<file path="src/rtl/iccm_arbiter_if.sv">
// Bus bundle between the ICCM arbiter, its two requesters (core fetch, loader) and the SRAM wrapper.
// The slave modport is the arbiter's view; the master modport is the environment's view.
interface iccm_arbiter_if #(
  parameter int AW = 12,
  parameter int DW = 32
);
  logic            core_req_i;
  logic [AW-1:0]   core_addr_i;
  logic            core_gnt_o;
  logic            core_rvalid_o;
  logic [DW-1:0]   core_rdata_o;

  logic            ldr_req_i;
  logic            ldr_we_i;
  logic [AW-1:0]   ldr_addr_i;
  logic [DW-1:0]   ldr_wdata_i;
  logic [DW/8-1:0] ldr_wmask_i;
  logic            ldr_gnt_o;
  logic            ldr_rvalid_o;
  logic [DW-1:0]   ldr_rdata_o;

  logic            mem_req_o;
  logic            mem_we_o;
  logic [AW-1:0]   mem_addr_o;
  logic [DW-1:0]   mem_wdata_o;
  logic [DW/8-1:0] mem_wmask_o;
  logic [DW-1:0]   mem_rdata_i;
  logic            mem_rvalid_i;

  modport slave (
    input  core_req_i, core_addr_i,
    input  ldr_req_i, ldr_we_i, ldr_addr_i, ldr_wdata_i, ldr_wmask_i,
    input  mem_rdata_i, mem_rvalid_i,
    output core_gnt_o, core_rvalid_o, core_rdata_o,
    output ldr_gnt_o, ldr_rvalid_o, ldr_rdata_o,
    output mem_req_o, mem_we_o, mem_addr_o, mem_wdata_o, mem_wmask_o
  );

  modport master (
    output core_req_i, core_addr_i,
    output ldr_req_i, ldr_we_i, ldr_addr_i, ldr_wdata_i, ldr_wmask_i,
    output mem_rdata_i, mem_rvalid_i,
    input  core_gnt_o, core_rvalid_o, core_rdata_o,
    input  ldr_gnt_o, ldr_rvalid_o, ldr_rdata_o,
    input  mem_req_o, mem_we_o, mem_addr_o, mem_wdata_o, mem_wmask_o
  );
endinterface

</file>
<file path="src/rtl/iccm_arbiter.sv">
// Boot-sequenced arbiter sharing the single-port ICCM between core fetch and program loader;
// loader-only in LOAD, round-robin in RUN, read responses steered back to the issuing port.
module iccm_arbiter #(
  parameter int AW = 12,
  parameter int DW = 32
) (
  input  logic clk_i,
  input  logic rst_ni,
  input  logic boot_done_i,
  input  logic reload_i,
  output logic core_en_o,
  output logic dbg_state_o,
  iccm_arbiter_if.slave bus
);
  typedef enum logic {LOAD = 1'b0, RUN = 1'b1} state_t;
  typedef enum logic [1:0] {OWN_NONE = 2'd0, OWN_CORE = 2'd1, OWN_LDR = 2'd2} owner_t;

  state_t state_q, state_d;
  owner_t owner_q, owner_d;
  logic   last_ldr_q, last_ldr_d;
  logic   core_gnt, ldr_gnt;

  always_ff @(posedge clk_i or negedge rst_ni) begin
    if (!rst_ni) begin
      state_q    <= LOAD;
      owner_q    <= OWN_NONE;
      last_ldr_q <= 1'b0;
    end else begin
      state_q    <= state_d;
      owner_q    <= owner_d;
      last_ldr_q <= last_ldr_d;
    end
  end

  // Handshake: a request is accepted in the cycle its gnt is high (combinational, same cycle);
  // the requester holds req/addr/data stable until then, and a read returns rvalid one cycle later.
  always_comb begin
    state_d    = state_q;
    owner_d    = OWN_NONE;
    last_ldr_d = last_ldr_q;
    core_gnt   = 1'b0;
    ldr_gnt    = 1'b0;

    if (reload_i) begin
      state_d = LOAD;
    end else if (boot_done_i) begin
      state_d = RUN;
    end

    // On contention the port that did not win last time gets the slot.
    if ((state_q == RUN) && bus.core_req_i) begin
      if (bus.ldr_req_i && !last_ldr_q) begin
        ldr_gnt = 1'b1;
      end else begin
        core_gnt = 1'b1;
      end
    end else if (bus.ldr_req_i) begin
      ldr_gnt = 1'b1;
    end

    if (core_gnt) begin
      last_ldr_d = 1'b0;
      owner_d    = OWN_CORE;
    end
    if (ldr_gnt) begin
      last_ldr_d = 1'b1;
      owner_d    = bus.ldr_we_i ? OWN_NONE : OWN_LDR;
    end
  end

  assign core_en_o   = (state_q == RUN);
  assign dbg_state_o = state_q;

  assign bus.core_gnt_o  = core_gnt;
  assign bus.ldr_gnt_o   = ldr_gnt;
  assign bus.mem_req_o   = core_gnt | ldr_gnt;
  assign bus.mem_we_o    = ldr_gnt & bus.ldr_we_i;
  assign bus.mem_addr_o  = ldr_gnt  ? bus.ldr_addr_i  :
                           core_gnt ? bus.core_addr_i : '0;
  assign bus.mem_wdata_o = ldr_gnt  ? bus.ldr_wdata_i : '0;
  assign bus.mem_wmask_o = ldr_gnt  ? bus.ldr_wmask_i : '0;

  assign bus.core_rvalid_o = bus.mem_rvalid_i & (owner_q == OWN_CORE);
  assign bus.ldr_rvalid_o  = bus.mem_rvalid_i & (owner_q == OWN_LDR);
  assign bus.core_rdata_o  = (owner_q == OWN_CORE) ? bus.mem_rdata_i : '0;
  assign bus.ldr_rdata_o   = (owner_q == OWN_LDR)  ? bus.mem_rdata_i : '0;
endmodule

</file>
<file path="src/flat_wrapper.sv">
// flat-port wrapper written by rule: the top's interface ports become plain ports
module iccm_arbiter_flat 
#(
  parameter int AW = 12,
  parameter int DW = 32
)
  (clk_i, rst_ni, boot_done_i, reload_i, core_en_o, dbg_state_o, bus_core_req_i, bus_core_addr_i, bus_ldr_req_i, bus_ldr_we_i, bus_ldr_addr_i, bus_ldr_wdata_i, bus_ldr_wmask_i, bus_mem_rdata_i, bus_mem_rvalid_i, bus_core_gnt_o, bus_core_rvalid_o, bus_core_rdata_o, bus_ldr_gnt_o, bus_ldr_rvalid_o, bus_ldr_rdata_o, bus_mem_req_o, bus_mem_we_o, bus_mem_addr_o, bus_mem_wdata_o, bus_mem_wmask_o);
  iccm_arbiter_if #(.AW(AW), .DW(DW)) bus_i ();
  input  logic clk_i;
  input  logic rst_ni;
  input  logic boot_done_i;
  input  logic reload_i;
  output logic core_en_o;
  output logic dbg_state_o;
  input wire logic [$bits(bus_i.core_req_i)-1:0] bus_core_req_i;
  input wire logic [$bits(bus_i.core_addr_i)-1:0] bus_core_addr_i;
  input wire logic [$bits(bus_i.ldr_req_i)-1:0] bus_ldr_req_i;
  input wire logic [$bits(bus_i.ldr_we_i)-1:0] bus_ldr_we_i;
  input wire logic [$bits(bus_i.ldr_addr_i)-1:0] bus_ldr_addr_i;
  input wire logic [$bits(bus_i.ldr_wdata_i)-1:0] bus_ldr_wdata_i;
  input wire logic [$bits(bus_i.ldr_wmask_i)-1:0] bus_ldr_wmask_i;
  input wire logic [$bits(bus_i.mem_rdata_i)-1:0] bus_mem_rdata_i;
  input wire logic [$bits(bus_i.mem_rvalid_i)-1:0] bus_mem_rvalid_i;
  output wire logic [$bits(bus_i.core_gnt_o)-1:0] bus_core_gnt_o;
  output wire logic [$bits(bus_i.core_rvalid_o)-1:0] bus_core_rvalid_o;
  output wire logic [$bits(bus_i.core_rdata_o)-1:0] bus_core_rdata_o;
  output wire logic [$bits(bus_i.ldr_gnt_o)-1:0] bus_ldr_gnt_o;
  output wire logic [$bits(bus_i.ldr_rvalid_o)-1:0] bus_ldr_rvalid_o;
  output wire logic [$bits(bus_i.ldr_rdata_o)-1:0] bus_ldr_rdata_o;
  output wire logic [$bits(bus_i.mem_req_o)-1:0] bus_mem_req_o;
  output wire logic [$bits(bus_i.mem_we_o)-1:0] bus_mem_we_o;
  output wire logic [$bits(bus_i.mem_addr_o)-1:0] bus_mem_addr_o;
  output wire logic [$bits(bus_i.mem_wdata_o)-1:0] bus_mem_wdata_o;
  output wire logic [$bits(bus_i.mem_wmask_o)-1:0] bus_mem_wmask_o;
  assign bus_i.core_req_i = bus_core_req_i;
  assign bus_i.core_addr_i = bus_core_addr_i;
  assign bus_i.ldr_req_i = bus_ldr_req_i;
  assign bus_i.ldr_we_i = bus_ldr_we_i;
  assign bus_i.ldr_addr_i = bus_ldr_addr_i;
  assign bus_i.ldr_wdata_i = bus_ldr_wdata_i;
  assign bus_i.ldr_wmask_i = bus_ldr_wmask_i;
  assign bus_i.mem_rdata_i = bus_mem_rdata_i;
  assign bus_i.mem_rvalid_i = bus_mem_rvalid_i;
  assign bus_core_gnt_o = bus_i.core_gnt_o;
  assign bus_core_rvalid_o = bus_i.core_rvalid_o;
  assign bus_core_rdata_o = bus_i.core_rdata_o;
  assign bus_ldr_gnt_o = bus_i.ldr_gnt_o;
  assign bus_ldr_rvalid_o = bus_i.ldr_rvalid_o;
  assign bus_ldr_rdata_o = bus_i.ldr_rdata_o;
  assign bus_mem_req_o = bus_i.mem_req_o;
  assign bus_mem_we_o = bus_i.mem_we_o;
  assign bus_mem_addr_o = bus_i.mem_addr_o;
  assign bus_mem_wdata_o = bus_i.mem_wdata_o;
  assign bus_mem_wmask_o = bus_i.mem_wmask_o;
  iccm_arbiter #(.AW(AW), .DW(DW)) u_core (.clk_i(clk_i), .rst_ni(rst_ni), .boot_done_i(boot_done_i), .reload_i(reload_i), .core_en_o(core_en_o), .dbg_state_o(dbg_state_o), .bus(bus_i));
endmodule
</file>
<file path="config.mk">
export PLATFORM = sky130hd
export DESIGN_NAME = iccm_arbiter_flat
export DESIGN_NICKNAME = d
export VERILOG_FILES = /design/src/rtl/iccm_arbiter_if.sv /design/src/rtl/iccm_arbiter.sv /design/src/flat_wrapper.sv
export SDC_FILE = /design/constraint.sdc
export NUM_CORES = 1
export LEC_CHECK = 0
export BUFFER_PORTS_ARGS = -buffer_cell sky130_fd_sc_hd__buf_2
export CAP_MARGIN = 15
export CORE_AREA = 2 2 86 88
export CTS_BUF_LIST = sky130_fd_sc_hd__clkbuf_8 sky130_fd_sc_hd__clkbuf_16
export DETAILED_ROUTE_END_ITERATION = 16
export DIE_AREA = 0 0 88 90
export SYNTH_ARGS = -nofsm -noshare
export SYNTH_HDL_FRONTEND = slang
export SYNTH_SLANG_ARGS = --single-unit
</file>
<file path="constraint.sdc">
create_clock -name clk_i -period 1.2 [get_ports clk_i]
set_clock_uncertainty 0.2 [all_clocks]
set_input_delay 0.24 -clock clk_i [delete_from_list [all_inputs] [get_ports clk_i]]
set_output_delay 0.24 -clock clk_i [all_outputs]
set_load 0.02 [all_outputs]
</file>
## Word-level counts from Yosys, hierarchy flattened

Index checks and enable logic that the tools add are counted.

| storage, ports and cells | value |
|---|---|
| bits in registers | 4 |
| input bits | 100 |
| output and inout bits | 120 |
| logic and storage cells | 32 |

| cells by class | value |
|---|---|
| equal/unequal tests | 2 |
| multiplexer cells | 18 |
| bitwise operators | 4 |
| reduce and logical (&&, ||, !) cells | 5 |

Operators with widths:

| operator | count |
|---|---|
| 2-to-1 mux 32 bit | 3 |
| 2-to-1 mux 12 bit | 2 |
| 2-to-1 mux 1 bit | 10 |
| 2-to-1 mux 2 bit | 2 |
| 2-to-1 mux 4 bit | 1 |
| nonzero test 2 bit | 2 |
| bitwise AND 1 bit | 3 |
| equality test 2 x 1 -> 1 bit (second input constant) | 1 |
| equality test 2 bit (second input constant) | 1 |
| logical AND 1 bit | 2 |
| zero test 1 bit | 1 |
| bitwise OR 1 bit | 1 |

## Depth between registers and ports, before layout

Gate-level depths: netlist of the first run.

| logic depth | value |
|---|---|
| depth after elaboration | 6 |
| depth in mapped cells | 4 |
| gate-level depth less buffers | 2 |

## Least setup slack after synthesis of the first run

OpenSTA, ideal clock, no wires.

| timing path | value |
|---|---|
| path kind | reg-to-output |
| start point | register u_core.state_q (netlist: u_core.core_en_o) |
| end point | output bus_mem_addr_o[2] |
| arrival | 1.286 ns |
| required time | 0.760 ns |
| slack | -0.526 ns |
| cell stages (with the launch flop) | 5 |
| path buffers | 2 |
| cell sequence | dfrtp_1 and3_1 buf_2 buf_6 o32ai_1 |

| on the way | value |
|---|---|
| word-level cells in the longest chain between the ends | 4 |
| elaborated cells between the ends (all ways) | 5 |
| classes of those cells | mux: 4; reduce/logical: 1 |

Ends and longest elaborated chain:

| item | line | RTL |
|---|---|---|
| start, declared | iccm_arbiter.sv:18 | `state_t state_q, state_d;` |
| start signal, assigned | iccm_arbiter.sv:29 | `state_q <= state_d;` |
| logical AND 1 bit (*) | iccm_arbiter.sv:51 | `if ((state_q == RUN) && bus.core_req_i) begin` |
| 2-to-1 mux 1 bit | iccm_arbiter.sv:51 |  |
| 2-to-1 mux 12 bit | iccm_arbiter.sv:79 | `core_gnt ? bus.core_addr_i : '0;` |
| 2-to-1 mux 12 bit (*) | iccm_arbiter.sv:78 | `assign bus.mem_addr_o = ldr_gnt ? bus.ldr_addr_i :` |
| end, declared | flat_wrapper.sv:32 | `output wire logic [$bits(bus_i.mem_addr_o)-1:0] bus_mem_addr_o;` |

Every way passes the cells marked *; elsewhere a longest branch is shown, timed or not.

## Worst setup path in the final report of the first run

| timing path | value |
|---|---|
| start point | register u_core.state_q (netlist: u_core.core_en_o) |
| end point | output bus_mem_addr_o[6] |

Same word-level chain as after synthesis.

==> key figures, run 1 <==
Worst setup path
  – CP max FO: 10
  – Buffers and inverters on the worst path: 2
  – CP top delay family: flip-flops
  – CP Data Required Time: 0.76 ns
  – Cell Chain, Critical Path: nand2_4 -> buf_12 -> o32ai_4 -> buf_6
  – CP Launch Type: flop
  – Setup CP Type: flop to output port
  – Worst setup EP type: output port
  – Slowest stage delay, CP: 0.44 ns
  – CP max stage cell: dfrtp_2
  – Data arrival time of the worst path: 1.36 ns
  – Critical path startpoint: u_core.core_en_o$_DFFE_PN0P_
  – Worst R2R Start: u_core.last_ldr_q$_DFFE_PN0P_

Logic synthesis
  – Post-Syn Area: 0.00121 mm²
  – Post-synthesis register bit count: 4
  – Syn Nets: 279
  – Syn avg cell area: 6.78 µm²
  – Synth Area in XOR/XNOR: 0%
  – Yosys cell types: 18
  – Mapped Cells: 179
  – Post-synthesis compound-gate area fraction: 13.6%
  – Largest family of logic cells by synthesized area: simple AND/OR/NAND/NOR gates
  – Post-synthesis adder-cell area fraction: 0%
  – Seq/Total Area, Yosys: 8.25%
  – Simple-Gate Fraction of Synth Area: 63.6%
  – Mux share of post-synthesis cell area: 0%
  – Ys Warns: 0

Route
  – Wire per inst: 13.9 µm
  – Initial drt markers: 35
  – Routed vias/inst: 4.17
  – Vias post-DR: 2095
  – DRT antenna net count: 0
  – Routed wire length: 6970 µm
  – DRC Markers: 0
  – DRT Pass-1 Iters: 2

STA
  – Setup TNS Final: -61.22 ns
  – Fin crit period: 1.80 ns
  – Max Freq: 556 MHz
  – Final period util: 150%
  – Worst Slack Setup Final: -0.599 ns
  – Fin. max-slew vios: 0
  – Tightest Pin Transition: 0.268 ns
  – Final hold violation count: 0
  – Setup Viol. Count Final: 123
  – Slew margin rel.: 82.1%
  – RSZ-0062 raised after global routing: yes

Clock network
  – Worst skew pair latency: 0.22 ns
  – Clock transition at path regs: 0.04 ns
  – CTS Buf Count: 3
  – CTS sink count: 4
  – Clk buf depth: 2
  – CTS tree: built
  – Number of H-tree levels: 1
  – CTS root buf: clkbuf_8

Placement
  – DP Area: 0.00292 mm²
  – Dpl hpwl: 5120 µm
  – Placed Cells: 487
  – Routability cong.: 0.758
  – IO Port Bufs: 219

Global routing
  – GRT Total Usage: 15.2%
  – Largest net degree at the start of global routing: 34
  – First-pass GRT wire length: 9630 µm
  – Global route overflow: 0
  – Vias in the first global route: 2025
  – Initial antenna violation count: 1

Floorplan
  – Horiz. Die Dim: 88 µm
  – Die span in y: 90 µm
  – DIE AREA: 0.00792 mm²
  – Core area: 0.00702 mm²
  – Initial core utilization: 17.3%
  – # IOs: 220
  – Rows: 31

Layout
  – Synth-to-layout area growth: 210%
  – Highest-count cells in the layout ignoring fill and taps: 107 x buf_2, 89 x buf_6, 66 x and2_4
  – Share of cells above drive strength 1: 91.5%
  – Post-route design area: 0.00376 mm²
  – Multi-input gate area in the final layout: 0.00146 mm²
  – # fillers: 610
  – Final nets: 503
  – FF+latch area: 101 µm²
  – Fin cells: 502
  – Commonest non-fill, non-tap cell in the layout: buf_2

Run status
  – Failing checks: negative setup slack
  – Status: finished, violations left

Hold path
  – Beginning of the worst hold path: bus_ldr_we_i
  – HP Class: input pin to flop

Pwr
  – Total power per unit cell area: 521 mW/mm²
  – Leak Pwr: 1.97 nW
  – IR drop worst, VDD: 0.437 mV

Run
  – Max Cap Viol: 0
## report_power, final
group	switching, W	leakage [nW]	internal [W]
Sequential	0.0000126	0.0478	0.000146
Combinational	0.000691	1.89	0.000816
Clock	0.0000774	0.0269	0.000219
Total	0.000781	1.97	0.00118
## flip-flops by register name, summed over array words and instances (netlist names)
signal and flops:
u_core.core_en_o 1, u_core.last_ldr_q 1, u_core.owner_q 2
## path summary, 6_finish.rpt
kind | to | slack [ns] | cells past startpoint
hold / removal | u_core.owner_q[1]$_DFF_PN0_ | 0.04 | 2
min in group asynchronous | u_core.last_ldr_q$_DFFE_PN0P_ | 0.18 | 2
max in group asynchronous | u_core.core_en_o$_DFFE_PN0P_ | 0.48 | 2
setup reg to reg | u_core.owner_q[0]$_DFF_PN0_ | -0.18 | 5
hold reg to reg | u_core.last_ldr_q$_DFFE_PN0P_ | 0.46 | 3
setup / recovery | bus_mem_addr_o[6] | -0.60 | 4
## metal layers
layer  track usage, %  routed length (µm)  vias to the layer above
met1             16.0                2470                      934
met5                0                   0                        -
met2             29.5                3800                      120
met3             3.95                 635                        6
li1                 -                   -                     1035
met4             2.69                  65                        0
## per-stage QoR
step | util [%] | power, W | setup WS [ns] | hold WS, ns
6_report | 53.6 | 0.00196 | -0.599 | 0.0396
5_1_grt | 53.6 | 0.00207 | -0.646 | 0.0296
4_1_cts | 48.7 | 0.00185 | -0.592 | 0.0241
3_5_place_dp | 41.6 | 0.00134 | -0.438 | -0.142
3_3_place_gp | 41.6 | 0.00132 | -0.390 | -0.148
2_1_floorplan | - | 0.000949 | -0.329 | -0.256
## final cells by class
| cell class | count | share of cell area (%) |
|---|---|---|
| Sequential cell | 4 | 2.69 |
| Clock inverter | 1 | 0.0998 |
| Clock buffer | 3 | 1.10 |
| Timing Repair Buffer | 239 | 52.6 |
| Antenna cell | 1 | 0.0665 |
| Inverter | 12 | 1.20 |
| Tap cell | 99 | 3.29 |
| Multi-Input combinational cell | 143 | 38.9 |
## Yosys cell counts
cell,number,area [µm²]
and2_1,67,419
and3_1,38,238
inv_1,12,45.0
nand2_1,12,45.0
buf_2,9,45.0
o32ai_2,8,130
clkbuf_1,6,22.5
nor2_1,6,22.5
buf_6,5,56.3
dfrtp_1,4,100
o32ai_1,4,35.0
nor2b_1,2,12.5
and2b_4,1,10.0
buf_4,1,7.51
nand2_2,1,6.26
nand2b_1,1,6.26
nand3_1,1,5.00
nor3b_1,1,7.51
## worst register-to-register path, delay by kind of cell, from the launching register on
family                 cells  cell delay (ns)
buffers and inverters      3             0.34
and+or+nand+nor            2             0.35
DFF                        1             0.38
## cell families after synthesis
logic type / count (synthesis)
and+or+nand+nor: 130
buffers and inverters: 33
AOI/OAI and AO/OA: 12
DFF: 4
## what timing repair did
| action | CTS | global route |
|---|---|---|
| endpoints found under the hold margin | 5 | 0 |
| hold buffers | 2 | 0 |
| setup endpoints to repair | 123 | 124 |
| gates resized for setup | 112 | 103 |
| cloned | 3 | 0 |
| buffers inserted | 2 | 3 |
| pin swaps | 10 | 5 |
No activity file was read; power rests on OpenSTA's default activity.
==> run 2: changes to the inputs <==
==> constraint.sdc (replaced) <==
create_clock -name clk_i -period 1.2 [get_ports clk_i]
set_clock_uncertainty 0.2 [all_clocks]
set_input_delay 0 -clock clk_i [delete_from_list [all_inputs] [get_ports clk_i]]
set_output_delay 0 -clock clk_i [all_outputs]
set_load 0.02 [all_outputs]
==> run 2 against run 1 <==
Net effect: via count is 3.5% higher; the flow still finishes with violations (negative setup slack); first-iteration DRC count fell by 46%; critical endpoint is now bus_mem_wdata_o[21]; final cell count up 0.60%; clock-buffer cell count did not move; largest power group unchanged; register-to-register slack improved by 0.09 ns.
==> key figures, run 2 (same netlist as run 1, synthesis figures left out) <==
Hold path
  – HP Class: input pin to flop

Floorplan
  – Initial core utilization: 17.3%
  – Rows: 31
  – # IOs: 220
  – DIE AREA: 0.00792 mm²
  – Core area: 0.00702 mm²
  – Die span in y: 90 µm
  – Horiz. Die Dim: 88 µm

Placement
  – Dpl hpwl: 4660 µm
  – Routability cong.: 0.764
  – IO Port Bufs: 219
  – Pre-CTS setup slack: -0.161 ns
  – Placed Cells: 486

Run
  – Max Cap Viol: 0

STA
  – Slew margin rel.: 81.5%
  – Fin crit period: 1.57 ns
  – Tightest Pin Transition: 0.277 ns
  – Setup TNS Final: -34.36 ns
  – Final period util: 131%
  – Final hold violation count: 0
  – RSZ-0062 raised after global routing: yes
  – Fin. max-slew vios: 0
  – Max Freq: 638 MHz
  – Setup Viol. Count Final: 121
  – Worst Slack Setup Final: -0.368 ns

Global routing
  – First-pass GRT wire length: 8870 µm
  – Largest net degree at the start of global routing: 35
  – Vias in the first global route: 1914
  – GRT Total Usage: 14.0%
  – Initial antenna violation count: 0
  – Global route overflow: 0

Worst setup path
  – CP max FO: 19
  – CP Data Required Time: 1.00 ns
  – Worst setup EP type: output port
  – Setup CP Type: flop to output port
  – Data arrival time of the worst path: 1.37 ns
  – CP Launch Type: flop

Route
  – Routed wire length: 6980 µm
  – Routed vias/inst: 4.29
  – DRC Markers: 0
  – DRT Pass-1 Iters: 4
  – DRT antenna net count: 0
  – Vias post-DR: 2168
  – Initial drt markers: 19
  – Wire per inst: 13.8 µm

Layout
  – Antenna diodes: 0
  – Commonest non-fill, non-tap cell in the layout: buf_2
  – Util after Layout: 51.8%
  – Share of cells above drive strength 1: 78.3%
  – Fin cells: 505
  – Synth-to-layout area growth: 199%
  – Final nets: 507
  – Number of flip-flops in the largest register: 2
  – Highest-count cells in the layout ignoring fill and taps: 121 x buf_2, 83 x buf_6, 44 x and2_1
  – Top reg by flops: u_core.owner_q

Clock network
  – CTS sink count: 4
  – Number of H-tree levels: 1
  – Clock transition at path regs: 0.03 ns
  – Clk buf depth: 2
  – CTS root buf: clkbuf_8
  – CTS tree: built
  – CTS Buf Count: 3
  – Worst skew pair latency: 0.23 ns

Run status
  – Failing checks: negative setup slack
  – Status: finished, violations left

Pwr
  – IR drop worst, VDD: 0.477 mV
  – Leak Pwr: 1.94 nW
  – Total power per unit cell area: 524 mW/mm²
## run 2: worst paths after layout
kind / slack, ns / startpoint / depth (start not counted) / to
max: -0.37 / u_core.core_en_o$_DFFE_PN0P_ / 4 / bus_mem_wdata_o[21]
min: 0.09 / bus_ldr_req_i / 4 / u_core.last_ldr_q$_DFFE_PN0P_
max reg2reg: -0.09 / u_core.core_en_o$_DFFE_PN0P_ / 5 / u_core.core_en_o$_DFFE_PN0P_
min reg2reg: 0.46 / u_core.last_ldr_q$_DFFE_PN0P_ / 3 / u_core.last_ldr_q$_DFFE_PN0P_
max in group asynchronous: 0.12 / rst_ni / 3 / u_core.core_en_o$_DFFE_PN0P_
min in group asynchronous: 0.50 / rst_ni / 3 / u_core.last_ldr_q$_DFFE_PN0P_
## run 2: cell type report
cell class | count | area [µm²]
clock buffer | 3 | 41.3
clock inverter | 1 | 3.75
fill | 613 | 3390
inverter | 12 | 45.0
multi-input combinational | 143 | 1320
sequential | 4 | 101
tap | 99 | 124
timing repair buffer | 243 | 2000
## run 2: power by group
part           leakage (nW)  switching (W)  internal, W
Sequential           0.0478      0.0000118     0.000146
Clock                0.0269      0.0000868     0.000219
Combinational          1.86       0.000681     0.000758
Total                  1.94       0.000780      0.00112
## run 2: critical path: stages, from the launching register on
cell	delay, ns
dfrtp_2	0.45
nand3_4	0.14
buf_12	0.18
and3_2	0.21
buf_2	0.15
## run 2: stage by stage
stage          cell area (µm²)  power [W]  hold WS (ns)
2_1_floorplan             1480   0.000830        -0.496
3_3_place_gp              2680    0.00122        -0.386
3_5_place_dp              2680    0.00123        -0.388
4_1_cts                   3200    0.00174        0.0787
5_1_grt                   3630    0.00200         0.123
6_report                  3630    0.00190        0.0944
## run 2: repair_timing
item / 4_1_cts / 5_1_grt
gates resized for setup: 108 / 117
endpoints found under the setup margin: 121 / 123
pin swaps: 3 / 21
gates cloned: 4 / 2
hold endpoints to repair: 6 / 0
hold buffers: 5 / 0
setup buffers: 2 / 2
## run 2: metal layers
metal  global-route usage [%]  wire (µm)
met5                        0          0
met2                     26.8       3760
met3                     2.48        614
met4                     4.62        155
met1                     15.0       2460
